`src/rtl/msk_tof_issue.sv`:
```
// msk_tof_issue: issue stage for a masked AND-XOR gadget (out = a&b ^ c).
// A randomness FIFO supplies one fresh word per issued operation. A
// three-stage valid pipeline presents operands to the external gadget in two
// latency groups and flags the result three cycles after acceptance.
// Build option: define MSK_TOF_ISSUE_ZEROIZE_EN to clear S1/S2 data registers
// on bubbles. When it is undefined, the data registers hold their last values.
// Shares are only moved and registered here. They are never combined.
// d must be >= 2, so that at least one random bit exists per operation.
module msk_tof_issue #(
  parameter int unsigned d     = 2,
  parameter int unsigned DEPTH = 4
) (
  input  logic                     clk,
  input  logic                     rst_n,
  // operation handshake
  input  logic                     in_valid,
  output logic                     in_ready,
  input  logic [d-1:0]             in_a,
  input  logic [d-1:0]             in_b,
  input  logic [d-1:0]             in_c,
  // fresh randomness handshake
  input  logic                     rnd_in_valid,
  output logic                     rnd_in_ready,
  input  logic [d*(d-1)/2-1:0]     rnd_in,
  // gadget inputs, latency-0 group
  output logic [d-1:0]             g_inb,
  output logic [d*(d-1)/2-1:0]     g_rnd,
  // gadget inputs, latency-1 group
  output logic [d-1:0]             g_ina,
  output logic [d-1:0]             g_inc,
  output logic [d-1:0]             g_inb_prev,
  // gadget result
  input  logic [d-1:0]             g_out,
  // result stream
  output logic                     out_valid,
  output logic [d-1:0]             out_data,
  output logic                     busy
);

  localparam int unsigned RW = d * (d - 1) / 2;
  localparam int unsigned AW = $clog2(DEPTH);
  localparam int unsigned CW = AW + 1;

  // ---------------------------------------------------------------------------
  // Randomness FIFO
  // ---------------------------------------------------------------------------
  logic [RW-1:0] mem_q [DEPTH];
  logic [AW-1:0] wr_ptr_q, wr_ptr_d;
  logic [AW-1:0] rd_ptr_q, rd_ptr_d;
  logic [CW-1:0] count_q, count_d;
  logic          push, pop;
  logic [RW-1:0] fifo_head;

  // Readiness comes from registered state only.
  // rnd_in_ready is additionally gated by rst_n, so it reads 0 while reset is
  // held (count is 0 then, which would otherwise show the FIFO as not full).
  assign in_ready     = (count_q != '0);
  assign rnd_in_ready = rst_n & (count_q < CW'(DEPTH));

  assign push      = rnd_in_valid & rnd_in_ready;
  assign pop       = in_valid & in_ready;
  assign fifo_head = mem_q[rd_ptr_q];

  // Next-state pointers and occupancy. Pointers wrap naturally at DEPTH.
  always_comb begin
    wr_ptr_d = wr_ptr_q;
    rd_ptr_d = rd_ptr_q;
    count_d  = count_q;
    if (push) wr_ptr_d = wr_ptr_q + AW'(1);
    if (pop)  rd_ptr_d = rd_ptr_q + AW'(1);
    unique case ({push, pop})
      2'b10:   count_d = count_q + CW'(1);
      2'b01:   count_d = count_q - CW'(1);
      default: count_d = count_q;
    endcase
  end

  // FIFO control registers. Reset discards any buffered randomness.
  always_ff @(posedge clk or negedge rst_n) begin
    if (!rst_n) begin
      wr_ptr_q <= '0;
      rd_ptr_q <= '0;
      count_q  <= '0;
    end else begin
      wr_ptr_q <= wr_ptr_d;
      rd_ptr_q <= rd_ptr_d;
      count_q  <= count_d;
    end
  end

  // FIFO storage. It needs no reset because occupancy gates every read.
  always_ff @(posedge clk) begin
    if (push) mem_q[wr_ptr_q] <= rnd_in;
  end

  // ---------------------------------------------------------------------------
  // Issue pipeline
  // ---------------------------------------------------------------------------
  logic          s1_valid_q, s1_valid_d;
  logic [d-1:0]  s1_a_q, s1_a_d;
  logic [d-1:0]  s1_b_q, s1_b_d;
  logic [d-1:0]  s1_c_q, s1_c_d;
  logic [RW-1:0] s1_rnd_q, s1_rnd_d;

  logic          s2_valid_q, s2_valid_d;
  logic [d-1:0]  s2_a_q, s2_a_d;
  logic [d-1:0]  s2_c_q, s2_c_d;
  logic [d-1:0]  s2_bprev_q, s2_bprev_d;

  logic          s3_valid_q, s3_valid_d;

  // Stage advance. The valid bits always shift. The data registers load on a
  // valid beat. On a bubble they either hold or clear, depending on the build.
  always_comb begin
    s1_valid_d = pop;
    s1_a_d     = s1_a_q;
    s1_b_d     = s1_b_q;
    s1_c_d     = s1_c_q;
    s1_rnd_d   = s1_rnd_q;
    if (pop) begin
      s1_a_d   = in_a;
      s1_b_d   = in_b;
      s1_c_d   = in_c;
      s1_rnd_d = fifo_head;
    end else begin
`ifdef MSK_TOF_ISSUE_ZEROIZE_EN
      s1_a_d   = '0;
      s1_b_d   = '0;
      s1_c_d   = '0;
      s1_rnd_d = '0;
`endif
    end

    s2_valid_d = s1_valid_q;
    s2_a_d     = s2_a_q;
    s2_c_d     = s2_c_q;
    s2_bprev_d = s2_bprev_q;
    if (s1_valid_q) begin
      s2_a_d     = s1_a_q;
      s2_c_d     = s1_c_q;
      s2_bprev_d = s1_b_q;
    end else begin
`ifdef MSK_TOF_ISSUE_ZEROIZE_EN
      s2_a_d     = '0;
      s2_c_d     = '0;
      s2_bprev_d = '0;
`endif
    end

    s3_valid_d = s2_valid_q;
  end

  // Pipeline registers. Reset drops every in-flight operation.
  always_ff @(posedge clk or negedge rst_n) begin
    if (!rst_n) begin
      s1_valid_q <= 1'b0;
      s1_a_q     <= '0;
      s1_b_q     <= '0;
      s1_c_q     <= '0;
      s1_rnd_q   <= '0;
      s2_valid_q <= 1'b0;
      s2_a_q     <= '0;
      s2_c_q     <= '0;
      s2_bprev_q <= '0;
      s3_valid_q <= 1'b0;
    end else begin
      s1_valid_q <= s1_valid_d;
      s1_a_q     <= s1_a_d;
      s1_b_q     <= s1_b_d;
      s1_c_q     <= s1_c_d;
      s1_rnd_q   <= s1_rnd_d;
      s2_valid_q <= s2_valid_d;
      s2_a_q     <= s2_a_d;
      s2_c_q     <= s2_c_d;
      s2_bprev_q <= s2_bprev_d;
      s3_valid_q <= s3_valid_d;
    end
  end

  // Gadget drive. The result is passed through from the gadget in S3.
  assign g_inb      = s1_b_q;
  assign g_rnd      = s1_rnd_q;
  assign g_ina      = s2_a_q;
  assign g_inc      = s2_c_q;
  assign g_inb_prev = s2_bprev_q;

  assign out_valid  = s3_valid_q;
  assign out_data   = g_out;
  assign busy       = s1_valid_q | s2_valid_q | s3_valid_q;

endmodule

```
`config.mk`:
```
export PLATFORM = sky130hd
export DESIGN_NAME = msk_tof_issue
export DESIGN_NICKNAME = d
export VERILOG_FILES = /design/src/rtl/msk_tof_issue.sv
export SDC_FILE = /design/constraint.sdc
export NUM_CORES = 1
export LEC_CHECK = 0
export ABC_AREA = 1
export ABC_CLOCK_PERIOD_IN_PS = 2500
export CORE_MARGIN = 5
export CORE_UTILIZATION = 48
export DETAILED_ROUTE_END_ITERATION = 12
export PLACE_DENSITY = 0.84
export SYNTH_ARGS = -nofsm -noshare
export SYNTH_HDL_FRONTEND = slang
export SYNTH_SLANG_ARGS = --single-unit
```
`constraint.sdc`:
```
create_clock -name clk -period 2.5 [get_ports clk]
set_clock_uncertainty 0.2 [all_clocks]
set_input_delay 0.5 -clock clk [delete_from_list [all_inputs] [get_ports clk]]
set_output_delay 0.5 -clock clk [all_outputs]
set_load 0.05 [all_outputs]
```
==> impl_metrics.json, run 1 <==
{
  "status": "finished clean",
  "yosys_register_bits": 27,
  "grt_pass1_vias": 837,
  "dieArea_sq_mm": 0.00360,
  "layout.nets": 164,
  "drc_errors": 0,
  "cts.sinks": 27,
  "finalCritPeriodShare_pct": 96.4,
  "switching_share_pct": 44.8,
  "clock_latency_ns": 0.32,
  "timing.rr.start": "count_q[2]",
  "cpPeakStageDelay_ns": 0.80,
  "core_sq_mm": 0.00243,
  "grt_setup_unrepaired": "no",
  "cts_buffers": 3,
  "port_buffers": 23,
  "p_int_w": 0.00105,
  "place_congestion": 0.750,
  "p_sw_w": 0.000854,
  "crit_slowest_cell": "clkdlybuf4s50_1",
  "diodes": 0,
  "fp-row-count": 18,
  "r2r_end": "count_q[2]",
  "seqPwrFrac_pct": 37.9,
  "pwr-share-comb_pct": 52.2,
  "ys.warnings.count": 0,
  "crit_buf_inv": 2,
  "syn-cell-area_sq_mm": 0.00120,
  "post-route-util_pct": 62.4,
  "hold_viol": 0,
  "drtPass1Iterations": 4,
  "post_drt_via_cell_ratio": 4.58,
  "antenna_found_initial": 0,
  "powerDensity_mw_per_mm2": 1250,
  "synth_top_area_cell": "dfrtp_1",
  "clock-root-buffer": "clkbuf_4",
  "cp.required_ns": 1.80,
  "cp-end-kind": "primary output",
  "finalSetupViolCount": 0,
  "tns_ns": 0,
  "cts_tree": "done",
  "cap_violations": 0,
  "syn_to_final_growth_pct": 26.6,
  "crit_arrival_ns": 1.71,
  "reg2reg_slack_ns": 0.52,
  "clkTransAtPathRegs_ns": 0.14,
  "clockPowerShare_pct": 9.9,
  "grt_pass1_wl_um": 3800,
  "wl_per_cell_um": 13.6,
  "htreeDepth": 1,
  "postCtsSetupRepairBufs": 0,
  "hold_start": "s2_valid_q",
  "clockBufferDepth": 2,
  "syn_inst": 115,
  "drt_wl_total_um": 2370,
  "syn-num-nets": 134,
  "route.vias.total": 797,
  "ys_async_sr_fraction_pct": 85.2,
  "synth_edf_count": 4,
  "start_util_pct": 49.3,
  "p_leak_nw": 0.746,
  "holdPathStages": 0,
  "final_antenna_net_count": 0,
  "ir_worst_vdd_mv": 0.773,
  "synth.distinct_cells": 22,
  "place_hpwl_um": 1840,
  "synth_flop_cell": "dfrtp_1",
  "cp_top_family": "buffers and inverters",
  "maxSlewHeadroom_pct": 65.8,
  "crit_path_max_fanout": 2,
  "tightestPinTransition_ns": 0.511,
  "yosys-top-cells-area": "dfrtp_1 48%, edfxtp_1 10%, nand2_1 9.4%",
  "hold_end": "out_valid",
  "avgSynthCellArea_sq_um": 10.4,
  "max_freq_mhz": 415,
  "grt.total_usage_pct": 14.6,
  "drt_iter0_drc": 41,
  "path_cells": "inv_1 -> nand2_2 -> clkdlybuf4s50_1",
  "yosysSeqAreaShare_pct": 58.0,
  "rr_worst_depth": 10,
  "io_pins": 28,
  "yosysMostFrequentCell": "nand2_1",
  "path_class": "reg2out",
  "die_h_um": 60.0,
  "synthDominantCellAreaShare_pct": 48.0,
  "drive_above_1_share_pct": 16.0,
  "overflow": 0,
  "finalMaxSlewViolations": 0,
  "grt_max_degree": 24,
  "worstHoldPathType": "reg2reg",
  "period_minus_slack_ns": 2.41,
  "synthTopCellsByCount": "30 x nand2_1, 23 x dfrtp_1, 19 x inv_1",
  "start_kind": "flop",
  "dieWidth_um": 60.0
}
==> kinds of logic (layout without fill, tap and decap cells) <==
logic type / Yosys count / count (layout) / share of synthesized area [%]
buf+inv: 24 / 53 / 8.86
flops: 27 / 27 / 58.0
compound gates: 3 / 3 / 1.25
xor+xnor: 5 / 5 / 4.28
fa+ha+maj: 6 / 6 / 6.88
simple gates: 44 / 44 / 15.1
mux: 6 / 6 / 5.63
==> area by class of cell <==
class                           count  area (sq um)
Fill cell                         198           913
Inverter                           20          75.1
Sequential cell                    27           696
Timing Repair Buffer               29           284
Clock buffer                        4          26.3
Tap cell                           30          37.5
Multi-Input combinational cell     64           400
==> worst max-delay path by stage <==
stage                     from         end  cells after the start  slack, ns
global route        count_q[2]    in_ready                      3       0.05
finish              count_q[2]    in_ready                      3       0.09
floorplan                rst_n  count_q[1]                      7       0.18
detailed placement       rst_n  count_q[1]                      8       0.09
global placement         rst_n  count_q[1]                      8       0.18
CTS                 count_q[2]    in_ready                      3       0.09
==> timing repair <==
action / in CTS / in global routing
hold endpoints to repair: 0 / 0
hold buffers: 0 / 0
endpoints found under the setup margin: 1 / 0
resized for setup: 1 / 0
==> flip-flops by register name, indices dropped and copies added (netlist names) <==
signal,count
mem_q,4
count_q,3
g_ina,2
g_inb,2
g_inb_prev,2
g_inc,2
rd_ptr_q,2
s1_a_q,2
s1_c_q,2
wr_ptr_q,2
g_rnd,1
out_valid,1
s1_valid_q,1
s2_valid_q,1
==> placed cells by master, fill, tap and decap left out <==
master	instances
mux2_2	6
o21ai_1	1
inv_2	1
edfxtp_1	4
ha_1	5
nand2_1	30
xor2_2	1
clkbuf_4	3
clkbuf_1	1
dlygate4sd2_1	1
clkdlybuf4s50_1	21
or3_1	1
buf_12	1
nand2_2	3
inv_1	19
o21ai_0	1
buf_4	6
fa_1	1
nand3_1	3
dfrtp_1	23
nor2_1	5
xor2_1	2
xnor2_1	2
nor2_2	2
a21oi_1	1
==> layer usage <==
metal	up-vias	track usage (%)	wire (um)
met3	6	1.94	74
met5	-	0	0
met4	0	5.70	53
li1	403	-	-
met2	14	26.9	1290
met1	374	16.8	952
==> through the flow <==
step	cells	setup WS [ns]	hold WS (ns)	instance area (sq um)	total power, W
6_report	174	0.0908	0.220	1520	0.00190
3_3_place_gp	170	0.181	0.158	1490	0.00168
3_5_place_dp	170	0.0913	0.191	1490	0.00174
5_1_grt	174	0.0461	0.243	1520	0.00202
4_1_cts	174	0.0878	0.223	1520	0.00192
2_1_floorplan	115	0.178	0.00441	1200	0.00140
==> power groups by stage <==
stage	Clock, W	Combinational [W]	Sequential, W
2_1_floorplan	0	0.000438	0.000960
3_3_place_gp	0	0.000956	0.000720
3_5_place_dp	0	0.00101	0.000733
4_1_cts	0.000191	0.00101	0.000723
5_1_grt	0.000204	0.00107	0.000742
6_report	0.000189	0.000995	0.000721
(Power assumes the default switching activity.)
==> run 2, diff against run 1 <==
Settings changed: ABC_CLOCK_PERIOD_IN_PS 2500 to 2400.
Clock period 2.5 ns to 2.4 ns, I/O delays scaled along.
==> impl_metrics.json, run 2 (synthesis gave the netlist of run 1 again) <==
{
  "cts_tree": "done",
  "fin_area_sq_mm": 0.00151,
  "diodes": 0,
  "antenna_found_initial": 0,
  "crit_slowest_cell": "clkdlybuf4s50_1",
  "finalSetupViolCount": 0,
  "drive_above_1_share_pct": 16.1,
  "post-route-util_pct": 62.2,
  "ir_worst_vdd_mv": 0.869,
  "cp_top_family": "buffers and inverters",
  "hold_viol": 0,
  "cts.sinks": 27,
  "die_h_um": 60.0,
  "port_buffers": 23,
  "placed_cell_area_sq_mm": 0.00148,
  "grt_max_degree": 24,
  "core_sq_mm": 0.00243,
  "largest_reg_flops": 4,
  "drt_iter0_drc": 31,
  "max_freq_mhz": 453,
  "post_drt_via_cell_ratio": 4.66,
  "syn_to_final_growth_pct": 26.1,
  "status": "finished clean",
  "path_cells": "clkdlybuf4s50_1",
  "path_class": "reg2out",
  "crit_path_max_fanout": 3,
  "clkTransAtPathRegs_ns": 0.14,
  "clockBufferDepth": 2,
  "finalCritPeriodShare_pct": 92.0,
  "n_fill_cell": 190,
  "cpPeakStageDelay_ns": 0.81,
  "route.vias.total": 807,
  "cap_violations": 0,
  "place_congestion": 0.750,
  "overflow": 0,
  "crit_buf_inv": 1,
  "io_pins": 28,
  "cp-end-kind": "primary output",
  "final_cell_mix": "30 x nand2_1, 23 x dfrtp_1, 20 x clkdlybuf4s50_1, 19 x inv_1",
  "top_regs": "mem_q (4), count_q (3)",
  "layout.nets": 163,
  "drt_wl_total_um": 2270,
  "cts_buffers": 3,
  "start_kind": "flop",
  "dieWidth_um": 60.0,
  "tns_ns": 0,
  "place_hpwl_um": 1800,
  "grt_pass1_wl_um": 3640,
  "worstHoldPathType": "reg2reg",
  "clock-root-buffer": "clkbuf_4",
  "powerDensity_mw_per_mm2": 1300,
  "grt.total_usage_pct": 13.6,
  "period_minus_slack_ns": 2.21,
  "p_leak_nw": 0.744,
  "htreeDepth": 1,
  "fin_hold_ws_ns": 0.223,
  "drc_errors": 0,
  "clock_latency_ns": 0.32,
  "maxSlewHeadroom_pct": 66.0,
  "grt_pass1_vias": 845,
  "finalMaxSlewViolations": 0,
  "dieArea_sq_mm": 0.00360,
  "tightestPinTransition_ns": 0.508,
  "fp-row-count": 18,
  "grt_setup_unrepaired": "no",
  "crit_arrival_ns": 1.53,
  "final_antenna_net_count": 0,
  "wl_per_cell_um": 13.1,
  "cp.required_ns": 1.72,
  "drtPass1Iterations": 4,
  "start_util_pct": 49.3,
  "top_register": "mem_q",
  "final_common_cell": "nand2_1"
}
run 2: area by class of cell:
| class | instances | area (sq um) | share of cell area [%] |
|---|---|---|---|
| Multi-Input combinational cell | 64 | 400 | 26.5 |
| Inverter | 20 | 75.1 | 4.96 |
| Tap cell | 30 | 37.5 | 2.48 |
| Timing Repair Buffer | 28 | 278 | 18.4 |
| Clock buffer | 4 | 26.3 | 1.74 |
| Sequential cell | 27 | 696 | 46.0 |
run 2: final timing paths:
check                           start           to  slack (ns)  cells past startpoint
min in group asynchronous       rst_n     g_inb[1]        0.33                      2
max reg2reg                count_q[2]   count_q[2]        0.50                     10
min                        s2_valid_q    out_valid        0.22                      0
max in group asynchronous       rst_n  wr_ptr_q[1]        1.44                      2
max                          g_inb[1]     g_inb[1]        0.19                      1
min reg2reg                s2_valid_q    out_valid        0.22                      0
run 2: stage by stage:
step,setup WS (ns),instances,total power [W]
after floorplan,0.0984,115,0.00146
after global placement,0.100,169,0.00174
after detailed placement,0.00868,169,0.00180
after CTS,0.0234,173,0.00199
after global routing,0.151,173,0.00209
final,0.192,173,0.00197
run 2: what timing repair did:
| action | CTS | global route |
|---|---|---|
| hold buffers | 0 | 0 |
| resized for setup | 0 | 1 |
| endpoints found under the setup margin | 0 | 1 |
| setup buffers | 0 | 0 |
run 2: where the power goes:
group / leakage, nW / total, W / switching, W / internal [W]
Combinational: 0.416 / 0.00101 / 0.000620 / 0.000390
Clock: 0.0150 / 0.000195 / 0.000130 / 0.0000651
Sequential: 0.313 / 0.000761 / 0.000125 / 0.000636
run 2: per-layer routing:
layer | GRT usage [%] | part of all wire, % | up-vias
met1 | 15.4 | 39 | 395
met5 | 0 | 0 | -
met3 | 0.648 | 2.3 | 2
met2 | 26.4 | 58 | 10
li1 | - | - | 400
met4 | 4.75 | 0.62 | 0
==> run 3, diff against run 2 <==
Settings changed: CORE_MARGIN 5 to default.
==> impl_metrics.json, run 3 (synthesis gave the netlist of run 1 again) <==
{
  "cp_top_family": "buffers and inverters",
  "max_freq_mhz": 455,
  "cts_tree": "done",
  "top_regs": "mem_q (4), count_q (3)",
  "cpPeakStageDelay_ns": 0.81,
  "tns_ns": 0,
  "grt.total_usage_pct": 18.3,
  "postCtsSetupRepairBufs": 0,
  "final_common_cell": "nand2_1",
  "start_util_pct": 52.7,
  "timing.rr.start": "count_q[2]",
  "layout.nets": 163,
  "dp.cells": 167,
  "grt_pass1_wl_um": 3440,
  "maxSlewHeadroom_pct": 65.4,
  "drive_above_1_share_pct": 16.8,
  "drc_errors": 0,
  "fp-row-count": 17,
  "finalNonFillerCells": 171,
  "post_drt_via_cell_ratio": 4.50,
  "final_cell_mix": "30 x nand2_1, 23 x dfrtp_1, 20 x clkdlybuf4s50_1, 19 x inv_1",
  "start_kind": "flop",
  "status": "finished clean",
  "grt_setup_unrepaired": "no",
  "die_h_um": 52.0,
  "dieArea_sq_mm": 0.00270,
  "htreeDepth": 1,
  "drt_iter0_drc": 2,
  "cap_violations": 0,
  "post-route-util_pct": 66.4,
  "grt_pass1_vias": 788,
  "finalSetupViolCount": 0,
  "crit_buf_inv": 1,
  "diodes": 0,
  "clkTransAtPathRegs_ns": 0.14,
  "port_buffers": 23,
  "dieWidth_um": 52.0,
  "tightestPinTransition_ns": 0.518,
  "core_sq_mm": 0.00228,
  "antenna_found_initial": 0,
  "drtPass1Iterations": 2,
  "clock-root-buffer": "clkbuf_4",
  "syn_to_final_growth_pct": 26.0,
  "crit_start": "g_inb[1]",
  "overflow": 0,
  "path_cells": "clkdlybuf4s50_1",
  "p_leak_nw": 0.747,
  "largest_reg_flops": 4,
  "place_hpwl_um": 1550,
  "n_fill_cell": 172,
  "cp.required_ns": 1.72,
  "reg2reg_slack_ns": 0.53,
  "route.vias.total": 770,
  "powerDensity_mw_per_mm2": 1290,
  "io_pins": 28,
  "ir_worst_vdd_mv": 0.828,
  "hold_start": "s2_valid_q",
  "worstHoldPathType": "reg2reg",
  "period_minus_slack_ns": 2.20,
  "grt_max_degree": 24,
  "crit_slowest_cell": "clkdlybuf4s50_1",
  "place_congestion": 0.738,
  "final_antenna_net_count": 0,
  "finalMaxSlewViolations": 0,
  "placed_cell_area_sq_mm": 0.00148,
  "top_register": "mem_q",
  "crit_path_max_fanout": 3,
  "cts.sinks": 27,
  "hold_viol": 0,
  "fin_area_sq_mm": 0.00151,
  "cp-end-kind": "primary output",
  "cts_buffers": 3,
  "wl_per_cell_um": 11.7,
  "drt_wl_total_um": 2000,
  "crit_arrival_ns": 1.52,
  "clock_latency_ns": 0.32,
  "clockBufferDepth": 2,
  "finalCritPeriodShare_pct": 91.7,
  "path_class": "reg2out"
}
run 3: stage by stage:
step           total power (W)  setup WS, ns  hold WS (ns)
2_1_floorplan          0.00146        0.0984       -0.0156
3_3_place_gp           0.00173         0.103         0.155
3_5_place_dp           0.00177        0.0414         0.165
4_1_cts                0.00197        0.0186         0.197
5_1_grt                0.00208         0.150         0.219
6_report               0.00194         0.200         0.193
run 3: worst paths after layout:
check | cells after the start | to
worst max-delay path | 1 | g_inb[1]
worst min-delay path | 0 | out_valid
worst max register to register | 11 | count_q[2]
worst min register to register | 0 | out_valid
max in group asynchronous | 2 | wr_ptr_q[1]
min in group asynchronous | 2 | g_ina[1]
run 3: timing repair:
action	CTS	global route
gates resized for setup	0	1
endpoints found under the setup margin	0	1
hold buffers	0	0
run 3: final cells by class:
| type | instances | area, sq um | area share [%] |
|---|---|---|---|
| timing repair buffer | 28 | 278 | 18.4 |
| inverter | 20 | 75.1 | 4.97 |
| tap | 28 | 35.0 | 2.32 |
| multi-input combinational | 64 | 400 | 26.5 |
| clock inverter | 1 | 5.00 | 0.331 |
| sequential | 27 | 696 | 46.0 |
| clock buffer | 3 | 22.5 | 1.49 |
run 3: power by group:
group          total (W)  internal (W)  switching, W
Combinational   0.000991      0.000386      0.000606
Clock           0.000191     0.0000624      0.000128
Sequential      0.000761      0.000636      0.000125
Total            0.00194       0.00108      0.000859
run 3: routing by layer:
layer | GRT usage [%] | up-vias | wire, um
li1 | - | 396 | -
met1 | 23.2 | 357 | 889
met2 | 29.3 | 13 | 995
met3 | 2.63 | 4 | 63
met4 | 10.8 | 0 | 48
met5 | 0 | - | 0
